$ cat src/rtl/lcd_arbiter.sv
// ---------------------------------------------------------------------------
// lcd_arbiter
//
// Shares one HD44780 character-LCD bus between two command requesters
// (0 = CPU-mapped LCD port, 1 = debug/status writer). Requests are granted
// round-robin. Each command goes through three timed phases: RS/DATA setup,
// an enable pulse, and a busy-wait. The busy-wait is long for clear/home and
// short for everything else. All timing is counted in CLOCK_50 cycles.
//
// Optional feature macro: LCD_ARB_AUTO_INIT_EN
//   defined   : power-on delay, then a 4-command init sequence
//               (0x38, 0x0C, 0x01, 0x06). Requesters wait for INIT_DONE.
//   undefined : the block resets straight into IDLE and INIT_DONE is tied
//               high. The requesters initialise the display themselves.
//
// Ports
//   CLOCK_50         in   system clock, 50 MHz
//   RESET            in   asynchronous, active-high
//   REQ0/REQ1        in   command request, held until ACK
//   RS0/RS1          in   register select of the pending command (1 = data)
//   DATA0/DATA1      in   byte of the pending command
//   ACK0/ACK1        out  one-cycle pulse: command latched this cycle
//   BUSY             out  not in IDLE, or init not yet complete
//   INIT_DONE        out  init sequence finished
//   LCD_EN           out  LCD enable strobe (registered)
//   LCD_RS           out  LCD register select (latched command)
//   LCD_RW           out  constant 0, write-only
//   LCD_DATA         out  LCD data bus (latched command)
// ---------------------------------------------------------------------------
module lcd_arbiter #(
    parameter int T_SETUP   = 2,
    parameter int T_PULSE   = 12,
    parameter int T_SHORT   = 2000,
    parameter int T_LONG    = 82000,
    parameter int T_POWERUP = 750000
) (
    input  logic       CLOCK_50,
    input  logic       RESET,
    input  logic       REQ0,
    input  logic       REQ1,
    input  logic       RS0,
    input  logic       RS1,
    input  logic [7:0] DATA0,
    input  logic [7:0] DATA1,
    output logic       ACK0,
    output logic       ACK1,
    output logic       BUSY,
    output logic       INIT_DONE,
    output logic       LCD_EN,
    output logic       LCD_RS,
    output logic       LCD_RW,
    output logic [7:0] LCD_DATA
);

    // One shared down-counter. It is wide enough for the longest interval
    // and never narrower than 17 bits.
    localparam int T_MAX0 = (T_POWERUP > T_LONG) ? T_POWERUP : T_LONG;
    localparam int T_MAX  = (T_MAX0 > T_SHORT) ? T_MAX0 : T_SHORT;
    localparam int CNT_W  = ($clog2(T_MAX + 1) > 17) ? $clog2(T_MAX + 1) : 17;

    typedef enum logic [2:0] {
        ST_PWRUP,
        ST_INIT,
        ST_IDLE,
        ST_SETUP,
        ST_PULSE,
        ST_WAIT
    } state_t;

`ifdef LCD_ARB_AUTO_INIT_EN
    localparam state_t           RESET_STATE = ST_PWRUP;
    localparam logic [CNT_W-1:0] CNT_RESET   = CNT_W'(T_POWERUP - 1);
`else
    localparam state_t           RESET_STATE = ST_IDLE;
    localparam logic [CNT_W-1:0] CNT_RESET   = '0;
`endif

    state_t           state;
    state_t           state_next;
    logic [CNT_W-1:0] cnt;
    logic [CNT_W-1:0] cnt_load_val;
    logic             cnt_load;
    logic             grant0;
    logic             grant1;
    logic             last_grant;   // 1: requester 1 was granted most recently
    logic             init_done;
    logic             long_wait;

    // Clear (0x01) and home (0x02/0x03) are the only instructions with
    // DATA[7:2] == 0. They need the long busy-wait.
    assign long_wait = !LCD_RS && (LCD_DATA[7:2] == 6'd0);

`ifdef LCD_ARB_AUTO_INIT_EN
    logic [1:0] init_idx;
    logic [7:0] init_byte;

    always_comb begin
        case (init_idx)
            2'd0:    init_byte = 8'h38;   // 8-bit bus, 2 lines, 5x8 font
            2'd1:    init_byte = 8'h0C;   // display on, cursor off
            2'd2:    init_byte = 8'h01;   // clear display
            default: init_byte = 8'h06;   // entry mode: increment, no shift
        endcase
    end

    always_ff @(posedge CLOCK_50 or posedge RESET) begin
        if (RESET) begin
            init_idx  <= 2'd0;
            init_done <= 1'b0;
        end else if (state == ST_WAIT && cnt == '0 && !init_done) begin
            if (init_idx == 2'd3) init_done <= 1'b1;
            else                  init_idx  <= init_idx + 2'd1;
        end
    end
`else
    assign init_done = 1'b1;
`endif

    // Next-state logic. Every timed state reloads the counter with
    // (interval - 1) on entry and leaves when the counter reaches zero.
    // That makes each state last exactly its interval.
    always_comb begin
        // NOTE: every signal gets a default first, so no path leaves one
        // unassigned and no latch is inferred.
        state_next   = state;
        cnt_load     = 1'b0;
        cnt_load_val = '0;
        grant0       = 1'b0;
        grant1       = 1'b0;
        case (state)
`ifdef LCD_ARB_AUTO_INIT_EN
            ST_PWRUP: begin
                if (cnt == '0) state_next = ST_INIT;
            end
            ST_INIT: begin
                state_next   = ST_SETUP;
                cnt_load     = 1'b1;
                cnt_load_val = CNT_W'(T_SETUP - 1);
            end
`endif
            ST_IDLE: begin
                if (REQ0 || REQ1) begin
                    // On a tie, grant the requester that was not served last.
                    grant1       = REQ1 && (!REQ0 || !last_grant);
                    grant0       = REQ0 && !grant1;
                    state_next   = ST_SETUP;
                    cnt_load     = 1'b1;
                    cnt_load_val = CNT_W'(T_SETUP - 1);
                end
            end
            ST_SETUP: begin
                if (cnt == '0) begin
                    state_next   = ST_PULSE;
                    cnt_load     = 1'b1;
                    cnt_load_val = CNT_W'(T_PULSE - 1);
                end
            end
            ST_PULSE: begin
                if (cnt == '0) begin
                    state_next   = ST_WAIT;
                    cnt_load     = 1'b1;
                    cnt_load_val = long_wait ? CNT_W'(T_LONG - 1)
                                             : CNT_W'(T_SHORT - 1);
                end
            end
            ST_WAIT: begin
                if (cnt == '0) begin
                    state_next = ST_IDLE;
`ifdef LCD_ARB_AUTO_INIT_EN
                    if (!init_done && init_idx != 2'd3) state_next = ST_INIT;
`endif
                end
            end
            default: state_next = RESET_STATE;
        endcase
    end

    // NOTE: registered state uses non-blocking assignments only, so every
    // flop samples the values from before the clock edge.
    always_ff @(posedge CLOCK_50 or posedge RESET) begin
        if (RESET) begin
            state      <= RESET_STATE;
            cnt        <= CNT_RESET;
            last_grant <= 1'b1;
            LCD_EN     <= 1'b0;
            LCD_RS     <= 1'b0;
            LCD_DATA   <= 8'h00;
        end else begin
            state <= state_next;
            if (cnt_load)        cnt <= cnt_load_val;
            else if (cnt != '0)  cnt <= cnt - CNT_W'(1);
            // EN is registered from the next state. It is therefore
            // glitch-free, high for exactly the PULSE cycles, and cleared
            // at once by RESET.
            LCD_EN <= (state_next == ST_PULSE);
            if (grant0) begin
                LCD_RS     <= RS0;
                LCD_DATA   <= DATA0;
                last_grant <= 1'b0;
            end else if (grant1) begin
                LCD_RS     <= RS1;
                LCD_DATA   <= DATA1;
                last_grant <= 1'b1;
`ifdef LCD_ARB_AUTO_INIT_EN
            end else if (state == ST_INIT) begin
                LCD_RS   <= 1'b0;
                LCD_DATA <= init_byte;
`endif
            end
        end
    end

    // ACK is asserted during the IDLE cycle in which the command is latched.
    // It is gated so that no acknowledge can appear while RESET is held.
    assign ACK0      = grant0 & ~RESET;
    assign ACK1      = grant1 & ~RESET;
    assign BUSY      = (state != ST_IDLE) | ~init_done;
    assign INIT_DONE = init_done;
    assign LCD_RW    = 1'b0;

endmodule

$ cat config.mk
export PLATFORM = sky130hd
export DESIGN_NAME = lcd_arbiter
export DESIGN_NICKNAME = d
export VERILOG_FILES = /design/src/rtl/lcd_arbiter.sv
export SDC_FILE = /design/constraint.sdc
export NUM_CORES = 1
export LEC_CHECK = 0
export ABC_AREA = 1
export BUFFER_PORTS_ARGS = -buffer_cell sky130_fd_sc_hd__buf_2
export CAP_MARGIN = 20
export CORE_MARGIN = 4
export CORE_UTILIZATION = 30
export CTS_CLUSTER_SIZE = 12
export DETAILED_ROUTE_END_ITERATION = 16
export GPL_ROUTABILITY_DRIVEN = 0
export PLACE_DENSITY_LB_ADDON = 0.3
export SYNTH_ARGS = -nofsm -noshare
export SYNTH_HDL_FRONTEND = slang
export SYNTH_SLANG_ARGS = --single-unit
$ cat constraint.sdc
create_clock -name CLOCK_50 -period 2.7 [get_ports CLOCK_50]
set_clock_uncertainty 0.15 [all_clocks]
set_input_delay 0.54 -clock CLOCK_50 [delete_from_list [all_inputs] [get_ports CLOCK_50]]
set_output_delay 0.54 -clock CLOCK_50 [all_outputs]
set_load 0.05 [all_outputs]
Word level (Yosys, flattened, before mapping):

Index checks and enable logic that the tools add are counted.

* muxes and demuxes: 25
* bitwise operators: 3
* equal/unequal tests: 6
* reductions and logical operators: 15
* add/sub/neg operators: 1

Operators with widths (number)
* $pmux W17 S3: 1
* $mux W20: 2
* $mux W17: 2
* $logic_not A20 Y1: 1
* $reduce_bool A20 Y1: 1
* $sub A20 B1 Y20 const B: 1
* $mux W8: 2
* $mux W3: 4
* $pmux W3 S4: 1
* $mux W1: 11
* $eq A3 B3 Y1 const B: 3
* $eq A3 B2 Y1 const B: 2
* $logic_not A6 Y1: 1
* $logic_not A1 Y1: 4
* $mux W4: 1
* $reduce_bool A2 Y1: 2
* $logic_and A1 B1 Y1: 3
* $ne A3 B2 Y1 const B: 1
* $and A1 B1 Y1: 2
* $logic_or A1 B1 Y1: 2
* $pmux W1 S2: 1
* $reduce_or A2 Y1: 1
* $not A1 Y1: 1

* input port bits: 22
* logic and storage cells: 56
* register bits after elaboration: 34

Logic depth before layout (Yosys ltp):

Gate-level depths: netlist of the first run.

* depth in word-level cells: 8
* depth in mapped cells: 10
* depth with buffers taken out: 10

Worst setup path before layout of the first run:

No wires, ideal clock.

* kind: register -> output
* start point: reg state[1]
* end point: out ACK0
* data arrival time: 2081 ps
* cell stages (with the launch flop): 6
* path slack: -71 ps
* path buffers: 1
* data required time: 2010 ps
* cells stage by stage: dfstp_2 -> nand3_1 -> inv_2 -> nand2_1 -> clkbuf_1 -> nor2_1

* longest elaborated chain between the ends: 3

Ends and longest elaborated chain
* start: declaration: line 78 `state_t state;`
* start signal: assignment: line 189 `state <= state_next;`
* $eq A3 B2 Y1: line 130 `case (state)`
* $mux W1: line 130
* $and A1 B1 Y1: line 215 `assign ACK0 = grant0 & ~RESET;`
* end: declaration: line 45 `output logic ACK0,`

No other way between the ends.

Final worst setup path of the first run:

Same ends and word-level chain as after synthesis.

==> results.sh, run 1 <==
export IMPL_outcome="complete, no violations"
export IMPL_finalNetCount=335
export IMPL_hold_viol_final=0
export IMPL_drtIter0Drc=155
export IMPL_vias_per_cell=4.78
export IMPL_cp_end_kind="output pin"
export IMPL_drv_cap=0
export IMPL_fin_setup_tns_ps=0
export IMPL_clock_latency_ps=290
export IMPL_wl_per_cell_um=12.4
export IMPL_worst_path_buf_inv=2
export IMPL_power_density_nw_per_um2=1230
export IMPL_portBuffers=34
export IMPL_yosys_warnings=0
export IMPL_path_clk_slew_ps=90
export IMPL_syn_avg_cell_area_um2=7.48
export IMPL_period_share_pct=80.1
export IMPL_yosysMostFrequentCell="nand2_1"
export IMPL_async_flop_share_pct=100
export IMPL_ys_ff_latch=34
export IMPL_final_cells=390
export IMPL_ys_seq_area_share_pct=41.7
export IMPL_hold_buffers=0
export IMPL_worstPathArrival_ps=1470
export IMPL_cts_tree="yes"
export IMPL_netlist_cell_type_count=36
export IMPL_min_period_ps=2160
export IMPL_yosys_most_used_dff="dfrtp_1"
export IMPL_max_freq_mhz=462
export IMPL_cts_setup_buffers=0
export IMPL_grt_setup_unrepaired="no"
export IMPL_syn_area_um2=2050
export IMPL_dpl_hpwl_mm=3.77
export IMPL_cts_sink_count=34
export IMPL_area_growth_pct=19.1
export IMPL_dr_pass1_iters=4
export IMPL_num_vias=1863
export IMPL_crit_type="flop to output pin"
export IMPL_antenna_found_initial=0
export IMPL_cts_resized=0
export IMPL_dp_cells=382
export IMPL_dieArea_um2=8210
export IMPL_slew_violations=0
export IMPL_postLayoutCellArea_um2=2440
export IMPL_hold_class="input pin to asynchronous set/reset pin"
export IMPL_startpoint_type="flop"
export IMPL_cts_path_max_buffers=2
export IMPL_grt_pass1_wl_mm=8.05
export IMPL_leakagePower_nw=1.29
export IMPL_yosys_area_top_type="dfrtp_1"
export IMPL_synth_common_cells="nand2_1 (62), nor2_1 (45), dfrtp_1 (32)"
export IMPL_clock_tree_root_cell="clkbuf_8"
export IMPL_grt_max_degree=35
export IMPL_die_x_um=90.6
export IMPL_yosysTopAreaCellShare_pct=39.1
export IMPL_nFillCells=672
export IMPL_wirelength_mm=4.86
export IMPL_critPathRequiredTime_ps=2010
export IMPL_num_io_pins=37
export IMPL_dp_slack_ps=664
export IMPL_htree_levels=2
export IMPL_initial_core_util_pct=31.5
export IMPL_grt_pass1_vias=1731
export IMPL_synthTopCellsByArea="dfrtp_1 (39%), nand2_1 (11%), nor2_1 (8.2%)"
export IMPL_drcViolationCount=0
export IMPL_ir_drop_v=0.000593
export IMPL_cts_made_buffers=5
export IMPL_die_h_um=90.6
export IMPL_crit_slowest_cell="dfstp_2"
export IMPL_path_delay_family="flip-flops"
export IMPL_path_cells="nand3_1 -> inv_2 -> nand2_1 -> nor2_2 -> buf_2"
export IMPL_n_antenna_cell=0
export IMPL_ant_nets=0
export IMPL_place_area_um2=2300
export IMPL_setup_viol=0
export IMPL_row_count=29
export IMPL_total_power_mw=3.00
export IMPL_drive_gt1_share_pct=23.0
export IMPL_crit_path_max_incr_delay_ps=550
export IMPL_r2r_cells=8
export IMPL_gr_usage_all_layers_pct=12.0
export IMPL_crit_cells=5
export IMPL_synth_edf_count=0
export IMPL_synthCells=274
export IMPL_core_um2=6490
export IMPL_synth_nets=297
export IMPL_grt_overflow_total=0
export IMPL_worstPathMaxFanout=3
export IMPL_fin_ws_ps=537
## final cells by class
type / instances / area [um2] / area share (%)
multi-input combinational: 202 / 1030 / 42.4
sequential: 34 / 853 / 35.0
timing repair buffer: 37 / 193 / 7.90
inverter: 32 / 125 / 5.13
tap: 77 / 96.3 / 3.95
clock buffer: 5 / 68.8 / 2.82
clock inverter: 3 / 68.8 / 2.82
## layer usage
metal	GRT usage, %	share of wire, %	vias up
li1	-	-	954
met1	16.8	49	858
met2	18.7	45	47
met3	2.58	5.2	4
met4	3.06	0.68	0
met5	0	0	-
## final timing paths
| kind | startpoint | end | slack [ps] |
|---|---|---|---|
| min in group CLOCK_50 | last_grant | last_grant | 310 |
| max in group asynchronous | RESET | state[1] | 1840 |
| min reg2reg | last_grant | last_grant | 310 |
| min | RESET | cnt[14] | 210 |
| max | state[1] | ACK0 | 540 |
| max reg2reg | cnt[0] | cnt[7] | 660 |
## worst reg2reg max path: stages (launching register included)
cell and delay, ps:
dfrtp_1 390, inv_1 110, ha_1 300, nand2_4 130, nor2_8 170, nand3_4 260
clkinv_4 180, nand3b_2 120, a21oi_2 150
## placed cells by master (no fill, tap or decap), drive strengths merged
cell / netlist / layout
bufinv: 0 / 2
dfstp: 2 / 2
o31ai: 1 / 1
xnor2: 2 / 2
dfrtp: 32 / 32
nand3: 25 / 25
a21oi: 8 / 8
ha: 1 / 1
clkinv: 1 / 2
nor2: 51 / 51
xor2: 6 / 6
nand2: 65 / 65
nor3: 9 / 9
nand3b: 1 / 1
and2: 1 / 1
clkbuf: 2 / 5
o22ai: 2 / 2
buf: 4 / 37
o21ai: 22 / 22
or2: 1 / 1
conb: 2 / 2
nand4: 5 / 5
inv: 31 / 31
## where the power goes
group | switching [mW] | internal [mW]
Clock | 0.208 | 0.370
Combinational | 1.05 | 0.470
Sequential | 0.180 | 0.713
Total | 1.44 | 1.55
## flip-flops by register name (all words and copies together) (netlist names)
name	count
last_grant	1
LCD_RS	1
cnt	20
state	3
LCD_EN	1
LCD_DATA	8
## kinds of logic after synthesis
group | share of synthesized area (%)
flops | 41.7
buf+inv | 8.00
fa+ha+maj | 0.611
compound gates | 8.86
xor+xnor | 3.42
other cells | 0.367
simple gates | 37.1
## per-stage QoR
stage               hold slack, ps  util (%)
finish                         211      37.5
global route                   268      37.5
CTS                            229      37.5
detailed placement             309      35.4
global placement               311      35.4
floorplan                      294         -
Note: power is estimated with default switching activity, not from simulation.
==> inputs of run 2 (changes only) <==
==> constraint.sdc (replaced) <==
create_clock -name CLOCK_50 -period 2.1 [get_ports CLOCK_50]
set_clock_uncertainty 0.15 [all_clocks]
set_input_delay 0.42 -clock CLOCK_50 [delete_from_list [all_inputs] [get_ports CLOCK_50]]
set_output_delay 0.42 -clock CLOCK_50 [all_outputs]
set_load 0.05 [all_outputs]
==> run 2 against run 1 <==
  * Final cell count rose by 0.77%
  * Sequential cell count unchanged
  * Register-to-register slack worse by 430 ps
  * Sequential share of layout area shrank 0.11 points
  * Clock power shrank 14%
  * Worst hold slack got worse by 96 ps
  * Largest cell class unchanged
  * Largest power group unchanged
==> results.sh, run 2 (same netlist as run 1, synthesis figures left out) <==
export IMPL_fin_util_pct=37.7
export IMPL_met3_usage_pct=3.42
export IMPL_num_io_pins=37
export IMPL_drive_gt1_share_pct=24.4
export IMPL_dpl_hpwl_mm=3.72
export IMPL_num_vias=1838
export IMPL_ir_drop_v=0.000652
export IMPL_drv_cap=0
export IMPL_clock_latency_ps=280
export IMPL_ant_nets=0
export IMPL_outcome="complete, no violations"
export IMPL_hold_ws_ps=114
export IMPL_layout_commonest_cell="nand2_1"
export IMPL_path_cells="nand3_2 -> inv_2 -> nand2_1 -> nor2_4 -> buf_2"
export IMPL_busiest_layer="met2"
export IMPL_die_x_um=90.6
export IMPL_dr_pass1_iters=4
export IMPL_worstPathMaxFanout=3
export IMPL_drtIter0Drc=58
export IMPL_place_area_um2=2310
export IMPL_worstPathArrival_ps=1440
export IMPL_cts_made_buffers=5
export IMPL_core_um2=6490
export IMPL_crit_type="flop to output pin"
export IMPL_wl_per_cell_um=12.1
export IMPL_cts_sink_count=34
export IMPL_grt_max_degree=35
export IMPL_cp_end_kind="output pin"
export IMPL_grt_setup_unrepaired="no"
export IMPL_cts_path_max_buffers=2
export IMPL_worst_path_buf_inv=2
export IMPL_worstMarginPinSlew_ps=611
export IMPL_path_clk_slew_ps=70
export IMPL_fin_setup_tns_ps=0
export IMPL_critPathRequiredTime_ps=1530
export IMPL_crit_path_max_incr_delay_ps=550
export IMPL_row_count=29
export IMPL_leakagePower_nw=1.29
export IMPL_crit_slowest_cell="dfstp_2"
export IMPL_hold_class="input pin to asynchronous set/reset pin"
export IMPL_antenna_found_initial=0
export IMPL_portBuffers=34
export IMPL_layout_common_cells="nand2_1 (62), nor2_1 (43), buf_2 (33)"
export IMPL_cts_tree="yes"
export IMPL_nFillCells=675
export IMPL_wirelength_mm=4.74
export IMPL_total_power_mw=3.62
export IMPL_finalNetCount=338
export IMPL_path_delay_family="flip-flops"
export IMPL_period_share_pct=95.5
export IMPL_clock_tree_root_cell="clkbuf_8"
export IMPL_n_antenna_cell=0
export IMPL_postLayoutCellArea_um2=2450
export IMPL_area_growth_pct=19.4
export IMPL_hold_buffers=0
export IMPL_die_h_um=90.6
export IMPL_use_met2_pct=20.3
export IMPL_power_density_nw_per_um2=1480
export IMPL_regMostFlops="cnt"
export IMPL_initial_core_util_pct=31.5
export IMPL_met1_usage_pct=15.7
export IMPL_grt_pass1_wl_mm=8.27
export IMPL_reg_top3="cnt x20, LCD_DATA x8, state x3"
export IMPL_grt_overflow_total=0
export IMPL_gr_usage_all_layers_pct=12.3
export IMPL_setup_viol=0
export IMPL_htree_levels=2
export IMPL_largest_reg_flops=20
export IMPL_min_period_ps=2010
export IMPL_startpoint_type="flop"
export IMPL_dieArea_um2=8210
export IMPL_hold_viol_final=0
export IMPL_rrSetupSlack_ps=230
export IMPL_vias_per_cell=4.68
export IMPL_drcViolationCount=0
export IMPL_grt_pass1_vias=1844
export IMPL_max_freq_mhz=498
export IMPL_max_slew_margin_pct=59.3
export IMPL_slew_violations=0
[run 2: changes by cell type in the layout (fill, tap and decap cells not counted), sizes merged]
cell,delta
clkbuf,+2
clkinvlp,+1
bufinv,-2
buf,+2
[run 2: area by class of cell]
cell class,count,area [um2],share of cell area [%]
multi-input combinational,202,1050,42.8
sequential,34,853,34.9
timing repair buffer,40,230,9.41
inverter,32,125,5.12
tap,77,96.3,3.94
clock buffer,6,82.6,3.38
clock inverter,2,12.5,0.512
[run 2: timing repair]
action | CTS | global route
resized for setup | 0 | 1
setup endpoints to repair | 0 | 6
setup buffers | 0 | 3
hold endpoints to repair | 0 | 0
[run 2: layer usage]
metal	up-vias	routed length [um]
li1	952	-
met1	836	2210
met2	44	2220
met3	6	245
met4	0	60
met5	-	0
[run 2: worst paths after layout]
path | start | endpoint | cells past startpoint
min reg2reg | last_grant | last_grant | 2
min | RESET | cnt[10] | 3
min in group CLOCK_50 | DATA0[0] | LCD_DATA[0] | 3
max | state[1] | ACK0 | 5
max reg2reg | cnt[0] | cnt[17] | 8
max in group asynchronous | RESET | last_grant | 3
[run 2: through the flow]
stage | setup slack, ps | instances
after floorplan | 5.24 | 274
after CTS | 57.7 | 390
after global placement | 163 | 382
final | 93.7 | 393
after detailed placement | 148 | 382
after global routing | 10.9 | 393
[run 2: worst reg2reg max path: stages, from the launching register on]
cell and delay (ps):
dfrtp_1 400, inv_1 110, ha_1 220, nand2_4 110
nor2_8 170, nand3_4 200, buf_12 210, a21oi_1 140
nor2_1 60
[run 2: power by group]
group          internal [mW]  switching (mW)  total [mW]
Clock                  0.263           0.237       0.500
Sequential             0.917           0.227        1.14
Combinational          0.625            1.35        1.98
Total                   1.81            1.82        3.62
